`config.mk`:
```
export PLATFORM = sky130hd
export DESIGN_NAME = hssi_lane_reset_seq
export DESIGN_NICKNAME = d
export VERILOG_FILES = /design/src/rtl/hssi_lane_reset_seq.sv
export SDC_FILE = /design/constraint.sdc
export NUM_CORES = 1
export LEC_CHECK = 0
export ABC_CLOCK_PERIOD_IN_PS = 2490
export CAP_MARGIN = 20
export CORE_AREA = 5 5 86 147
export DETAILED_ROUTE_END_ITERATION = 10
export DIE_AREA = 0 0 91 152
export PLACE_DENSITY = 0.78
export SYNTH_ARGS = -nofsm -noshare
export SYNTH_HDL_FRONTEND = slang
export SYNTH_SLANG_ARGS = --single-unit
export TNS_END_PERCENT = 10
```
`constraint.sdc`:
```
create_clock -name clk -period 2.49 [get_ports clk]
set_input_delay 0.249 -clock clk [delete_from_list [all_inputs] [get_ports clk]]
set_output_delay 0.249 -clock clk [all_outputs]
set_load 0.005 [all_outputs]
```
`src/rtl/hssi_lane_reset_seq.sv`:
```
// Reset/initialisation sequencer for HSSI lanes: one shared TX FSM plus an independent RX FSM per lane.
// Optional per-lane relock counters are enabled by defining HSSI_RESET_SEQ_RELOCK_CNT_EN.
module hssi_lane_reset_seq #(
   parameter int NUM_LN       = 4,
   parameter int T_PLL_STABLE = 64,
   parameter int T_TX_DIG     = 32,
   parameter int T_LTD_STABLE = 128,
   parameter int CNT_W        = 16
) (
   input  logic              clk,
   input  logic              rst_n,
   input  logic              init_start,
   output logic              init_done,
   input  logic [NUM_LN-1:0] lane_rst_req,
   input  logic              tx_pll_locked,
   input  logic              tx_cal_busy,
   input  logic              rx_cal_busy,
   input  logic [NUM_LN-1:0] rx_is_lockedtodata,
   output logic [NUM_LN-1:0] tx_analogreset,
   output logic [NUM_LN-1:0] tx_digitalreset,
   output logic [NUM_LN-1:0] rx_analogreset,
   output logic [NUM_LN-1:0] rx_digitalreset,
   output logic              tx_ready,
   output logic [NUM_LN-1:0] rx_ready
`ifdef HSSI_RESET_SEQ_RELOCK_CNT_EN
   ,
   output logic [NUM_LN*8-1:0] relock_cnt
`endif
);

   localparam logic [CNT_W-1:0] PLL_LAST = CNT_W'(T_PLL_STABLE - 1);
   localparam logic [CNT_W-1:0] DIG_LAST = CNT_W'(T_TX_DIG - 1);
   localparam logic [CNT_W-1:0] LTD_LAST = CNT_W'(T_LTD_STABLE - 1);

   generate
      if (NUM_LN < 1 || NUM_LN > 16) begin : g_chk_ln
         $error("hssi_lane_reset_seq: NUM_LN must be 1..16");
      end
      if (T_PLL_STABLE < 1 || T_TX_DIG < 1 || T_LTD_STABLE < 1) begin : g_chk_t
         $error("hssi_lane_reset_seq: timer values must be at least 1");
      end
      if ((longint'(1) << CNT_W) <= longint'(T_PLL_STABLE) ||
          (longint'(1) << CNT_W) <= longint'(T_TX_DIG) ||
          (longint'(1) << CNT_W) <= longint'(T_LTD_STABLE)) begin : g_chk_w
         $error("hssi_lane_reset_seq: CNT_W too narrow for the timer values");
      end
   endgenerate

   typedef enum logic [1:0] {TX_RESET = 2'd0, TX_ANA_REL = 2'd1, TX_READY = 2'd2} tx_state_t;
   typedef enum logic [1:0] {RX_RESET = 2'd0, RX_WAIT_LTD = 2'd1, RX_READY = 2'd2} rx_state_t;

   function automatic logic [CNT_W-1:0] cnt_inc(input logic [CNT_W-1:0] c);
      return (&c) ? c : c + 1'b1;
   endfunction

   logic [2:0]        cm_s1, cm_s2;
   logic [NUM_LN-1:0] ltd_s1, ltd_s2;
   logic              pll_sync, tx_cal_sync, rx_cal_sync;

   always_ff @(posedge clk or negedge rst_n) begin
      if (!rst_n) begin
         cm_s1  <= '0;
         cm_s2  <= '0;
         ltd_s1 <= '0;
         ltd_s2 <= '0;
      end else begin
         cm_s1  <= {rx_cal_busy, tx_cal_busy, tx_pll_locked};
         cm_s2  <= cm_s1;
         ltd_s1 <= rx_is_lockedtodata;
         ltd_s2 <= ltd_s1;
      end
   end

   assign pll_sync    = cm_s2[0];
   assign tx_cal_sync = cm_s2[1];
   assign rx_cal_sync = cm_s2[2];

   tx_state_t        tx_state, tx_state_nx;
   logic [CNT_W-1:0] tx_cnt, tx_cnt_nx;
   rx_state_t        rx_state    [NUM_LN];
   rx_state_t        rx_state_nx [NUM_LN];
   logic [CNT_W-1:0] rx_cnt      [NUM_LN];
   logic [CNT_W-1:0] rx_cnt_nx   [NUM_LN];

   always_ff @(posedge clk or negedge rst_n) begin
      if (!rst_n) begin
         tx_state <= TX_RESET;
         tx_cnt   <= '0;
         for (int i = 0; i < NUM_LN; i++) begin
            rx_state[i] <= RX_RESET;
            rx_cnt[i]   <= '0;
         end
      end else begin
         tx_state <= tx_state_nx;
         tx_cnt   <= tx_cnt_nx;
         for (int i = 0; i < NUM_LN; i++) begin
            rx_state[i] <= rx_state_nx[i];
            rx_cnt[i]   <= rx_cnt_nx[i];
         end
      end
   end

   always_comb begin
      tx_state_nx = tx_state;
      tx_cnt_nx   = tx_cnt;
      if (init_start) begin
         tx_state_nx = TX_RESET;
         tx_cnt_nx   = '0;
      end else begin
         case (tx_state)
            TX_RESET: begin
               if (!pll_sync || tx_cal_sync) begin
                  tx_cnt_nx = '0;
               end else if (tx_cnt == PLL_LAST) begin
                  tx_state_nx = TX_ANA_REL;
                  tx_cnt_nx   = '0;
               end else begin
                  tx_cnt_nx = cnt_inc(tx_cnt);
               end
            end
            TX_ANA_REL: begin
               if (!pll_sync) begin
                  tx_state_nx = TX_RESET;
                  tx_cnt_nx   = '0;
               end else if (tx_cnt == DIG_LAST) begin
                  tx_state_nx = TX_READY;
                  tx_cnt_nx   = '0;
               end else begin
                  tx_cnt_nx = cnt_inc(tx_cnt);
               end
            end
            TX_READY: begin
               if (!pll_sync) begin
                  tx_state_nx = TX_RESET;
                  tx_cnt_nx   = '0;
               end
            end
            default: begin
               tx_state_nx = TX_RESET;
               tx_cnt_nx   = '0;
            end
         endcase
      end
   end

   // A low tx_ready holds every lane in RX_RESET, which also covers the tx_ready falling edge.
   always_comb begin
      for (int i = 0; i < NUM_LN; i++) begin
         rx_state_nx[i] = rx_state[i];
         rx_cnt_nx[i]   = rx_cnt[i];
         if (init_start || lane_rst_req[i] || !tx_ready) begin
            rx_state_nx[i] = RX_RESET;
            rx_cnt_nx[i]   = '0;
         end else begin
            case (rx_state[i])
               RX_RESET: begin
                  if (!rx_cal_sync) begin
                     rx_state_nx[i] = RX_WAIT_LTD;
                     rx_cnt_nx[i]   = '0;
                  end
               end
               RX_WAIT_LTD: begin
                  if (!ltd_s2[i]) begin
                     rx_cnt_nx[i] = '0;
                  end else if (rx_cnt[i] == LTD_LAST) begin
                     rx_state_nx[i] = RX_READY;
                     rx_cnt_nx[i]   = '0;
                  end else begin
                     rx_cnt_nx[i] = cnt_inc(rx_cnt[i]);
                  end
               end
               RX_READY: begin
                  if (!ltd_s2[i]) begin
                     rx_state_nx[i] = RX_RESET;
                     rx_cnt_nx[i]   = '0;
                  end
               end
               default: begin
                  rx_state_nx[i] = RX_RESET;
                  rx_cnt_nx[i]   = '0;
               end
            endcase
         end
      end
   end

   logic              tx_ana_d, tx_dig_d, tx_rdy_d;
   logic [NUM_LN-1:0] rx_ana_d, rx_dig_d, rx_rdy_d;

   always_comb begin
      tx_ana_d = 1'b1;
      tx_dig_d = 1'b1;
      tx_rdy_d = 1'b0;
      case (tx_state)
         TX_ANA_REL: tx_ana_d = 1'b0;
         TX_READY: begin
            tx_ana_d = 1'b0;
            tx_dig_d = 1'b0;
            tx_rdy_d = 1'b1;
         end
         default: ;
      endcase
      rx_ana_d = '1;
      rx_dig_d = '1;
      rx_rdy_d = '0;
      for (int i = 0; i < NUM_LN; i++) begin
         case (rx_state[i])
            RX_WAIT_LTD: rx_ana_d[i] = 1'b0;
            RX_READY: begin
               rx_ana_d[i] = 1'b0;
               rx_dig_d[i] = 1'b0;
               rx_rdy_d[i] = 1'b1;
            end
            default: ;
         endcase
      end
   end

   // init_start forces the reset levels on the same edge that resets the FSMs.
   always_ff @(posedge clk or negedge rst_n) begin
      if (!rst_n) begin
         tx_analogreset  <= '1;
         tx_digitalreset <= '1;
         rx_analogreset  <= '1;
         rx_digitalreset <= '1;
         tx_ready        <= 1'b0;
         rx_ready        <= '0;
         init_done       <= 1'b0;
      end else if (init_start) begin
         tx_analogreset  <= '1;
         tx_digitalreset <= '1;
         rx_analogreset  <= '1;
         rx_digitalreset <= '1;
         tx_ready        <= 1'b0;
         rx_ready        <= '0;
         init_done       <= 1'b0;
      end else begin
         tx_analogreset  <= {NUM_LN{tx_ana_d}};
         tx_digitalreset <= {NUM_LN{tx_dig_d}};
         rx_analogreset  <= rx_ana_d;
         rx_digitalreset <= rx_dig_d;
         tx_ready        <= tx_rdy_d;
         rx_ready        <= rx_rdy_d;
         init_done       <= tx_ready & (&rx_ready);
      end
   end

`ifdef HSSI_RESET_SEQ_RELOCK_CNT_EN
   logic [7:0] relock [NUM_LN];

   // Only a lane's own lock loss counts; restarts and TX-driven drops do not.
   always_ff @(posedge clk or negedge rst_n) begin
      if (!rst_n) begin
         for (int i = 0; i < NUM_LN; i++) relock[i] <= '0;
      end else begin
         for (int i = 0; i < NUM_LN; i++) begin
            if (init_start) begin
               relock[i] <= '0;
            end else if (rx_state[i] == RX_READY && !lane_rst_req[i] && tx_ready &&
                         !ltd_s2[i] && relock[i] != 8'hFF) begin
               relock[i] <= relock[i] + 8'd1;
            end
         end
      end
   end

   always_comb begin
      relock_cnt = '0;
      for (int i = 0; i < NUM_LN; i++) relock_cnt[i*8 +: 8] = relock[i];
   end
`endif

endmodule

```
== Word level (Yosys, flattened, before mapping) ==
Cells that the tools add are included.

* Add/subtract/negate cells: 5
* Eq/ne operators: 40
* Multiplexer cells: 83
* Bitwise gates (word level): 1
* Reductions and logical operators: 36

{| class="wikitable"
|+ Operator list
! cell !! count
|-
| $mux 16 || 28
|-
| $pmux 16 s3 || 5
|-
| $add 16x1->16 const B || 5
|-
| $reduce_and 16->1 || 5
|-
| $eq 16x7->1 const B || 4
|-
| $ne 3x3->1 const B || 19
|-
| $mux 2 || 23
|-
| $pmux 2 s3 || 5
|-
| $reduce_and 4->1 || 6
|-
| $mux 4 || 5
|-
| $ne 5x5->1 const B || 4
|-
| $mux 1 || 17
|-
| $eq 16x5->1 const B || 1
|-
| $eq 16x6->1 const B || 1
|-
| $reduce_and 3->1 || 4
|-
| $eq 2x1->1 const B || 5
|-
| $eq 2x2->1 const B || 5
|-
| $logic_not 2->1 || 5
|-
| $reduce_or 2->1 || 5
|-
| $logic_or 1x1->1 || 9
|-
| $ne 4x4->1 const B || 1
|-
| $logic_not 1->1 || 2
|-
| $and 1x1->1 || 1
|}

* Flip-flop bits (word level): 126
* Bits of input ports: 14
* Logic and storage cells: 186

== Longest topological paths before layout ==
Gate-level depths: netlist of run 1.

* Word-level depth: 6
* Depth in mapped cells: 9
* Depth with buffers taken out: 8

== Least setup slack after synthesis of run 1 ==
Ideal clock, no wire load.

* Path type: flip-flop to flip-flop
* From: reg rx_cnt[32] in the netlist's numbering
* To: reg rx_cnt[33] in the netlist's numbering
* Setup time: 0.125 ns
* Data arrival time: 2.031 ns
* Required time: 2.365 ns
* Path slack: 0.335 ns
* Cell stages (with the launch flop): 7
* Buffers on the path: 0
* Period minus slack after synthesis: 2.155 ns
* Cell sequence: dfrtp_1 -> ha_1 -> nand2_1 -> or4_4 -> or2_1 -> o21ai_2 -> mux2_2

* Cells in the longest elaborated chain, start to end: 6
* Elaborated cells between the ends (all ways): 10

{| class="wikitable"
|+ RTL lines
! item !! RTL line !! text
|-
| from (decl) || 82 || <nowiki>logic [CNT_W-1:0] rx_cnt [NUM_LN];</nowiki>
|-
| from (signal, indexed assignment) || 98 || <nowiki>rx_cnt[i] <= rx_cnt_nx[i];</nowiki>
|-
| $add 16x1->16 || 53 || <nowiki>return (&c) ? c : c + 1'b1;</nowiki>
|-
| $mux 16 || 53 ||
|-
| $mux 16 || 165 || <nowiki>end else if (rx_cnt[i] == LTD_LAST) begin</nowiki>
|-
| $mux 16 || 163 || <nowiki>if (!ltd_s2[i]) begin</nowiki>
|-
| $pmux 16 s3 || 155 || <nowiki>case (rx_state[i])</nowiki>
|-
| $mux 16 || 151 || <nowiki>if (init_start || lane_rst_req[i] || !tx_ready) begin</nowiki>
|}

Parallel ways exist; a longest one is shown, timed or not. The select of a mux whose other input is x is not followed.
A chain may end at the register's enable or synchronous reset.

== Worst setup path after layout of run 1 ==
* From: reg rx_cnt[13] in the netlist's numbering
* To: reg rx_state[0] in the netlist's numbering

* Cells in the longest elaborated chain, start to end: 3

{| class="wikitable"
|+ RTL lines
! item !! RTL line !! text
|-
| $eq 16x7->1 || 165 ||
|-
| $ne 3x3->1 (no line) || - ||
|-
| $reduce_and 4->1 (no line) || - ||
|-
| to (signal, indexed assignment) || 97 || <nowiki>rx_state[i] <= rx_state_nx[i];</nowiki>
|-
| to (decl) || 80 || <nowiki>rx_state_t rx_state [NUM_LN];</nowiki>
|}

No other way between the ends.

==> results.tsv, run 1 <==
stage	metric	value	unit
outcome	status	completed	
clocking	Clock Sinks	120	
clocking	post-CTS setup buffer count	0	
cells_and_area	number of inserted diodes	0	
routing	initial drt markers	404	
cells_and_area	Finished Core Util	0.6765	
hold_path	Min-Delay Startpoint	rx_cal_busy	
placement	HPWL after detailed placement	10590	microns
synthesis	Yosys warning count	0	
die	DIE AREA	13830	sq um
die	initial core utilization	0.5760	
timing	max-slew violations	0	
timing	fin crit share	0.9377	
timing	sum of negative setup slack	0	ns
clocking	CTS H-Tree Depth	4	
global_routing	grt ovf	0	
cells_and_area	layout net count	768	
routing	DRC	0	
clocking	Clock Latency Late Sink	0.42	ns
global_routing	largest net degree at the start of global routing	50	
job	max cap viols	0	
cells_and_area	most common cell after layout, fill and taps aside	dfrtp_1	
critical_path	FF-to-FF Start	rx_cnt[13]	
clocking	CTS Buf Count	17	
timing	slew at the pin closest to its max-slew limit	0.6416	ns
clocking	Clock transition at path regs	0.05	ns
cells_and_area	synth-to-layout area growth	17.44	%
synthesis	syn nets	723	
critical_path	worst path required time	2.78	ns
routing	DR vias	5579	
critical_path	Worst setup SP type	register	
synthesis	Post-synth EDFFs	0	
timing	Hold Vio Cnt, Final	0	
synthesis	post-synthesis sequential area ratio	0.4597	
synthesis	synthesized instance count	688	
critical_path	Worst setup EP type	register	
critical_path	Crit. Startpoint	rx_cnt[13]	
routing	Pre-antenna DRT Iters	7	
die	CORE AREA	11390	sq um
timing	Worst Clk Skew	0.007181	ns
power_and_ir_drop	cell area power density	618.2	nW/um^2
timing	RSZ-0062 raised after global routing	no	
global_routing	initial antenna violation count	0	
die	Rows	52	
timing	Final min period	2.335	ns
die	DIE HEIGHT	152	microns
placement	GPL Wtd Cong	0.8997	
global_routing	first-pass GRT wire length	26170	microns
synthesis	Most used DFF post-synth	dfrtp_1	
placement	I/O Buffers	35	
timing	# setup viols final	0	
clocking	CTS max path bufs	2	
timing	Max Freq	428.3	MHz
critical_path	Critical Path AT	2.63	ns
synthesis	Mapped Area	6559	sq um
die	io pins	36	
die	Die W	91	microns
clocking	Root Buffer	clkbuf_16	
synthesis	syn avg cell area	9.533	sq um
synthesis	Netlist cell types	69	
critical_path	Crit Path Category	reg2reg	
timing	Slew HR	0.5722	
critical_path	critical-path maximum fanout	4	
cells_and_area	most frequent cells in the layout	dfrtp_1 (110), o21ai_0 (50), nand2_1 (48)	
global_routing	vias in the first global route	5675	
synthesis	flops & latches, synth	120	
global_routing	Total GRT Usage	0.2253	
clocking	CTS tree	yes	
routing	Avg WL per Cell	17.07	microns
power_and_ir_drop	P_leak	3.114	nW
routing	Total Routed Length	15040	microns
routing	via-per-instance ratio	6.333	
routing	ANT nets after route	0	
power_and_ir_drop	Power Total	0.004761	W
hold_path	path type of the worst min-delay path	in2reg	
cells_and_area	layout cells sized above 1	0.1139	
power_and_ir_drop	VDD IR max	0.0005788	V
synthesis	share of flip-flops with an asynchronous set or reset	1.000	
-- area by class of cell --
cell class	instances	area, sq um
Timing Repair Buffer	62	565.5
Clock inverter	9	98.84
Clock buffer	23	467.9
Fill cell	877	3684
Inverter	29	108.9
Tap cell	135	168.9
Sequential cell	120	3015
Multi-Input combinational cell	503	3277
-- state kept, by name, indices dropped and copies added, names as in the netlist, 4 cells and up --
register         cells
ltd_s1               4
ltd_s2               4
rx_analogreset       4
rx_cnt              64
rx_digitalreset      4
rx_ready             4
rx_state             8
tx_cnt              16
-- Yosys cell counts, types with 3 or more instances --
cell | number | area share
nor3b_1 | 13 | 0.015
nand3b_1 | 3 | 0.0034
a21oi_1 | 33 | 0.025
or3_1 | 6 | 0.0057
and2_1 | 9 | 0.0086
mux2_2 | 3 | 0.0052
nor4_1 | 11 | 0.010
nand2_1 | 48 | 0.027
or4_1 | 8 | 0.0092
a211o_1 | 3 | 0.0040
xor2_1 | 9 | 0.012
clkbuf_1 | 20 | 0.011
o21ai_0 | 50 | 0.038
dfrtp_1 | 110 | 0.42
inv_1 | 29 | 0.017
a31oi_1 | 12 | 0.011
mux2i_1 | 9 | 0.014
dfstp_2 | 10 | 0.040
nor3b_2 | 3 | 0.0057
a41oi_1 | 5 | 0.0067
o31ai_1 | 8 | 0.0092
o2111ai_1 | 8 | 0.011
nor4b_1 | 4 | 0.0053
a22oi_1 | 6 | 0.0069
nand4_1 | 17 | 0.016
and3_1 | 13 | 0.012
nand3_1 | 38 | 0.029
buf_4 | 7 | 0.0080
o211ai_1 | 7 | 0.0080
nand2b_1 | 14 | 0.013
a22o_1 | 6 | 0.0080
ha_1 | 21 | 0.040
and4_1 | 8 | 0.011
a211oi_1 | 3 | 0.0034
a21o_1 | 3 | 0.0034
nor3_1 | 21 | 0.016
o22a_1 | 11 | 0.015
nor2b_1 | 7 | 0.0067
buf_2 | 9 | 0.0069
nor2_1 | 46 | 0.026
-- power breakdown --
part	internal, W	switching [W]	leakage (nW)	total (W)
Sequential	0.00200	0.0000388	1.61	0.00204
Combinational	0.000169	0.000192	1.22	0.000361
Clock	0.00151	0.000845	0.284	0.00236
Total	0.00369	0.00108	3.11	0.00476
-- routing by layer --
metal,vias up,track usage,part of all wire
met5,-,0,0
met4,0,0.08951,0.018
met3,21,0.04503,0.041
met2,154,0.4081,0.54
met1,2753,0.2545,0.40
li1,2651,-,-
-- critical path, cell delays in order (launching register included) --
cell       delay [ns]
dfrtp_1          0.41
or4_1            0.59
nor4_4           0.29
a31oi_1          0.23
a211o_1          0.33
a2111oi_2        0.37
-- per-stage QoR --
stage                     instance area [sq um]  hold WS, ns  std cells  worst slack (ns)
after floorplan                            6559     -0.04659        688            0.3346
after global placement                     7117       0.3042        848            0.1265
after detailed placement                   7117       0.3110        848           0.05862
after CTS                                  7694       0.2642        881            0.1087
after global routing                       7702       0.2669        881           0.03173
final                                      7702       0.2743        881            0.1551
-- cells by family (layout without fill, tap and decap cells) --
family	count (synthesis)	in the layout	share of synthesized area
compound gates	176	176	0.1801
fa+ha+maj	21	21	0.04006
flops	120	120	0.4597
simple gates	284	284	0.2449
xor+xnor	10	10	0.01335
buf+inv	65	123	0.04292
mux	12	12	0.01889
-- repair_timing --
item | CTS | global route
gates resized for setup | 0 | 1
hold buffers | 1 | 0
endpoints found under the setup margin | 0 | 1
hold endpoints to repair | 39 | 0
-- path summary, 6_finish.rpt --
kind	end	slack (ns)	cells past startpoint
worst max-delay path	rx_state[0]	0.16	5
worst min-delay path	cm_s1[2]	0.27	1
worst max register to register	rx_state[0]	0.16	5
worst min register to register	cm_s2[1]	0.35	0
max in group asynchronous	rx_analogreset[0]	1.38	3
min in group asynchronous	rx_cnt[42]	0.40	2
(Power assumes the default switching activity.)
==> inputs of run 2 (changes only) <==
--- a/config.mk
+++ b/config.mk
@@ -8,6 +8,7 @@
 export ABC_CLOCK_PERIOD_IN_PS = 2490
 export CAP_MARGIN = 20
 export CORE_AREA = 5 5 86 147
+export CTS_CLUSTER_SIZE = 40
 export DETAILED_ROUTE_END_ITERATION = 10
 export DIE_AREA = 0 0 91 152
 export PLACE_DENSITY = 0.78
==> results of run 2 <==
Same layout as run 1: the final DEF is identical, and so are final timing and power.
==> inputs of run 3 (changes only) <==
--- a/config.mk
+++ b/config.mk
@@ -7,11 +7,12 @@
 export LEC_CHECK = 0
 export ABC_CLOCK_PERIOD_IN_PS = 2490
 export CAP_MARGIN = 20
-export CORE_AREA = 5 5 86 147
+export CORE_AREA = 5 5 83 142
 export CTS_CLUSTER_SIZE = 40
 export DETAILED_ROUTE_END_ITERATION = 10
-export DIE_AREA = 0 0 91 152
-export PLACE_DENSITY = 0.78
+export DIE_AREA = 0 0 88 147
+export DONT_BUFFER_PORTS = 1
+export PLACE_DENSITY = 0.79
 export SYNTH_ARGS = -nofsm -noshare
 export SYNTH_HDL_FRONTEND = slang
 export SYNTH_SLANG_ARGS = --single-unit
==> run 3 against run 2 <==
  * The run now ends with hold timing left
  * Core utilization is 3.0 points higher
  * Setup slack worse by 0.010 ns
  * Maximum frequency is 0.42% lower
  * Clock-buffer cell count is 2 lower
  * Final cell count is 4.8% lower
  * Largest power group unchanged
  * Critical path type unchanged
  * Via count is 0.38% higher
  * First-iteration DRC count is 19% higher
  * Sequential power hardly changed
  * Register-to-register slack hardly changed
  * Critical path depth is 1 higher
  * Die area is 6.5% lower
  * Hold slack worse by 0.75 ns
==> results.tsv, run 3 (same netlist as run 1, synthesis figures left out) <==
stage	metric	value	unit	change
placement	HPWL after detailed placement	10220	microns	-3.5%
global_routing	grt ovf	0		unchanged
power_and_ir_drop	cell area power density	696.6	nW/um^2	+13%
global_routing	vias in the first global route	5629		-0.81%
timing	slew at the pin closest to its max-slew limit	0.7082	ns	+0.06654 ns
timing	Slew HR	0.5243		-0.04799
cells_and_area	Largest Register	rx_cnt		
timing	Final min period	2.345	ns	+0.009965 ns
cells_and_area	most common cell after layout, fill and taps aside	dfrtp_1		
timing	sum of negative setup slack	0	ns	unchanged
cells_and_area	Largest register FFs	64		unchanged
cells_and_area	layout cells sized above 1	0.1072		-0.006748
critical_path	FF-to-FF Start	rx_cnt[32]		
critical_path	Worst setup EP type	register		
critical_path	worst reg2reg path depth	6		+1
clocking	Clock Latency Late Sink	0.42	ns	about the same
routing	initial drt markers	481		+19%
clocking	Clock transition at path regs	0.06	ns	about the same
power_and_ir_drop	sequential share of power	0.393		-0.036
critical_path	CP max stage delay	0.59	ns	about the same
routing	Pre-antenna DRT Iters	5		-2
routing	DRC	0		unchanged
clocking	Resized Gates After CTS	0		unchanged
power_and_ir_drop	VDD IR max	0.0007426	V	+28%
routing	DR vias	5600		+0.38%
cells_and_area	synth-to-layout area growth	13.87	%	
cells_and_area	most frequent cells in the layout	dfrtp_1 (110), o21ai_0 (50), nand2_1 (48)		
clocking	CTS H-Tree Depth	4		unchanged
timing	final hold slack	-0.4769	ns	-0.7512 ns
global_routing	largest net degree at the start of global routing	121		+140%
global_routing	Total GRT Usage	0.2519		+0.02658
die	Rows	50		-3.8%
timing	max-slew violations	0		unchanged
cells_and_area	post-route insts no fill	839		-4.8%
placement	dpl ws	0.2332	ns	+0.1746 ns
critical_path	Crit Path Category	reg2reg		
clocking	Clock Sinks	120		unchanged
power_and_ir_drop	P_leak	3.001	nW	-3.6%
global_routing	first-pass GRT wire length	26110	microns	-0.24%
clocking	post-CTS setup buffer count	0		unchanged
clocking	Root Buffer	clkbuf_16		
routing	Total Routed Length	15600	microns	+3.8%
clocking	CTS Buf Count	17		unchanged
timing	Worst Clk Skew	0.01180	ns	+0.004619 ns
timing	Max Freq	426.5	MHz	-0.42%
critical_path	Critical Path AT	2.63	ns	about the same
die	CORE AREA	10570	sq um	-7.1%
routing	Avg WL per Cell	18.60	microns	+9.0%
power_and_ir_drop	Net Sw Frac	0.2055		-0.02052
placement	Cell Count Post-Placement	798		-5.9%
critical_path	critical-path maximum fanout	6		+2
placement	GPL Wtd Cong	0.8721		-3.1%
global_routing	initial antenna violation count	0		unchanged
routing	ANT nets after route	0		unchanged
power_and_ir_drop	Cell Int Power	0.004133	W	+12%
timing	RSZ-0062 raised after global routing	no		
cells_and_area	fillers	739		-16%
power_and_ir_drop	sw power	0.001069	W	-0.66%
die	DIE HEIGHT	147	microns	-3.3%
job	max cap viols	0		unchanged
cells_and_area	multi-input logic area	3268	sq um	-0.27%
cells_and_area	Regs by FF count	rx_cnt (64), tx_cnt (16), rx_state (8)		
clocking	CTS max path bufs	2		unchanged
timing	fin crit share	0.9417		+0.004002
outcome	status	finished, violations left		
critical_path	Slowest-stage cell, CP	or4_4		
critical_path	worst path required time	2.78	ns	about the same
critical_path	Register-to-Register Setup Slack	0.15	ns	about the same
cells_and_area	number of inserted diodes	0		unchanged
die	io pins	36		unchanged
power_and_ir_drop	Power Total	0.005202	W	+9.3%
outcome	failing checks	hold timing		
cells_and_area	FF/Latch Area	3015	sq um	unchanged
critical_path	Worst setup SP type	register		
die	Die W	88	microns	-3.3%
clocking	hold buffer count at CTS	9		+8
timing	Hold Vio Cnt, Final	120		+120
hold_path	path type of the worst min-delay path	in2async		
die	DIE AREA	12940	sq um	-6.5%
critical_path	CP Cell Sequence	ha_1, nand2_1, or4_4, o21ai_1, nor2_1, a221o_1		
cells_and_area	layout net count	731		-4.8%
critical_path	RR Endpoint	rx_cnt[45]		
clocking	CTS tree	yes		
timing	worst setup margin	0.1451	ns	-0.009965 ns
placement	I/O Buffers	0		-100%
power_and_ir_drop	combinational fraction of design power	0.044		-0.032
routing	via-per-instance ratio	6.675		+5.4%
timing	# setup viols final	0		unchanged
die	initial core utilization	0.6204		+0.04431
power_and_ir_drop	clock share of power	0.563		+0.067
run 3: cell count changes in the layout (fill, tap and decap cells not counted), sizes merged:
cell / change
clkinvlp: +2
buf: -11
dlygate4sd3: +8
clkdlybuf4s50: -34
clkbuf: -2
bufinv: +5
clkinv: -5
run 3: worst max path at each step:
stage | start | end | depth (start not counted)
3_3_place_gp | rx_cnt[32] | rx_cnt[33] | 6
5_1_grt | rx_cnt[33] | rx_cnt[45] | 6
4_1_cts | rx_cnt[32] | rx_cnt[45] | 6
6_report | rx_cnt[32] | rx_cnt[45] | 6
3_5_place_dp | rx_cnt[32] | rx_cnt[42] | 7
2_1_floorplan | rx_cnt[32] | rx_cnt[33] | 6
run 3: critical path, delay by kind of cell, from the launching register on:
family	cells	cell delay, ns
adders and majority gates	1	0.27
DFF	1	0.39
AOI/OAI and AO/OA	2	0.69
and+or+nand+nor	3	0.86
run 3: area by class of cell:
class,count,area share
clock buffer,21,0.06165
timing repair buffer,25,0.02815
multi-input combinational,503,0.4376
clock inverter,11,0.03250
tap,130,0.02178
sequential,120,0.4038
inverter,29,0.01458
run 3: power by group through the flow:
stage	Clock, W	Combinational [W]	Sequential [W]
finish	0.00293	0.000230	0.00205
global route	0.00305	0.000255	0.00205
CTS	0.00295	0.000230	0.00205
detailed placement	0	0.000212	0.00208
global placement	0	0.000203	0.00208
floorplan	0	0.000200	0.00206
run 3: metal layers:
layer  global-route usage  vias up  share of wire
met4               0.1083        0          0.026
met3              0.05556       36          0.047
met1               0.2857     2772           0.38
li1                     -     2590              -
met5                    0        -              0
met2               0.4430      202           0.54
run 3: metrics by stage:
step	utilization	instance area, sq um
2_1_floorplan	-	6559
3_3_place_gp	0.6314	6675
3_5_place_dp	0.6314	6675
4_1_cts	0.7064	7468
5_1_grt	0.7064	7468
6_report	0.7064	7468
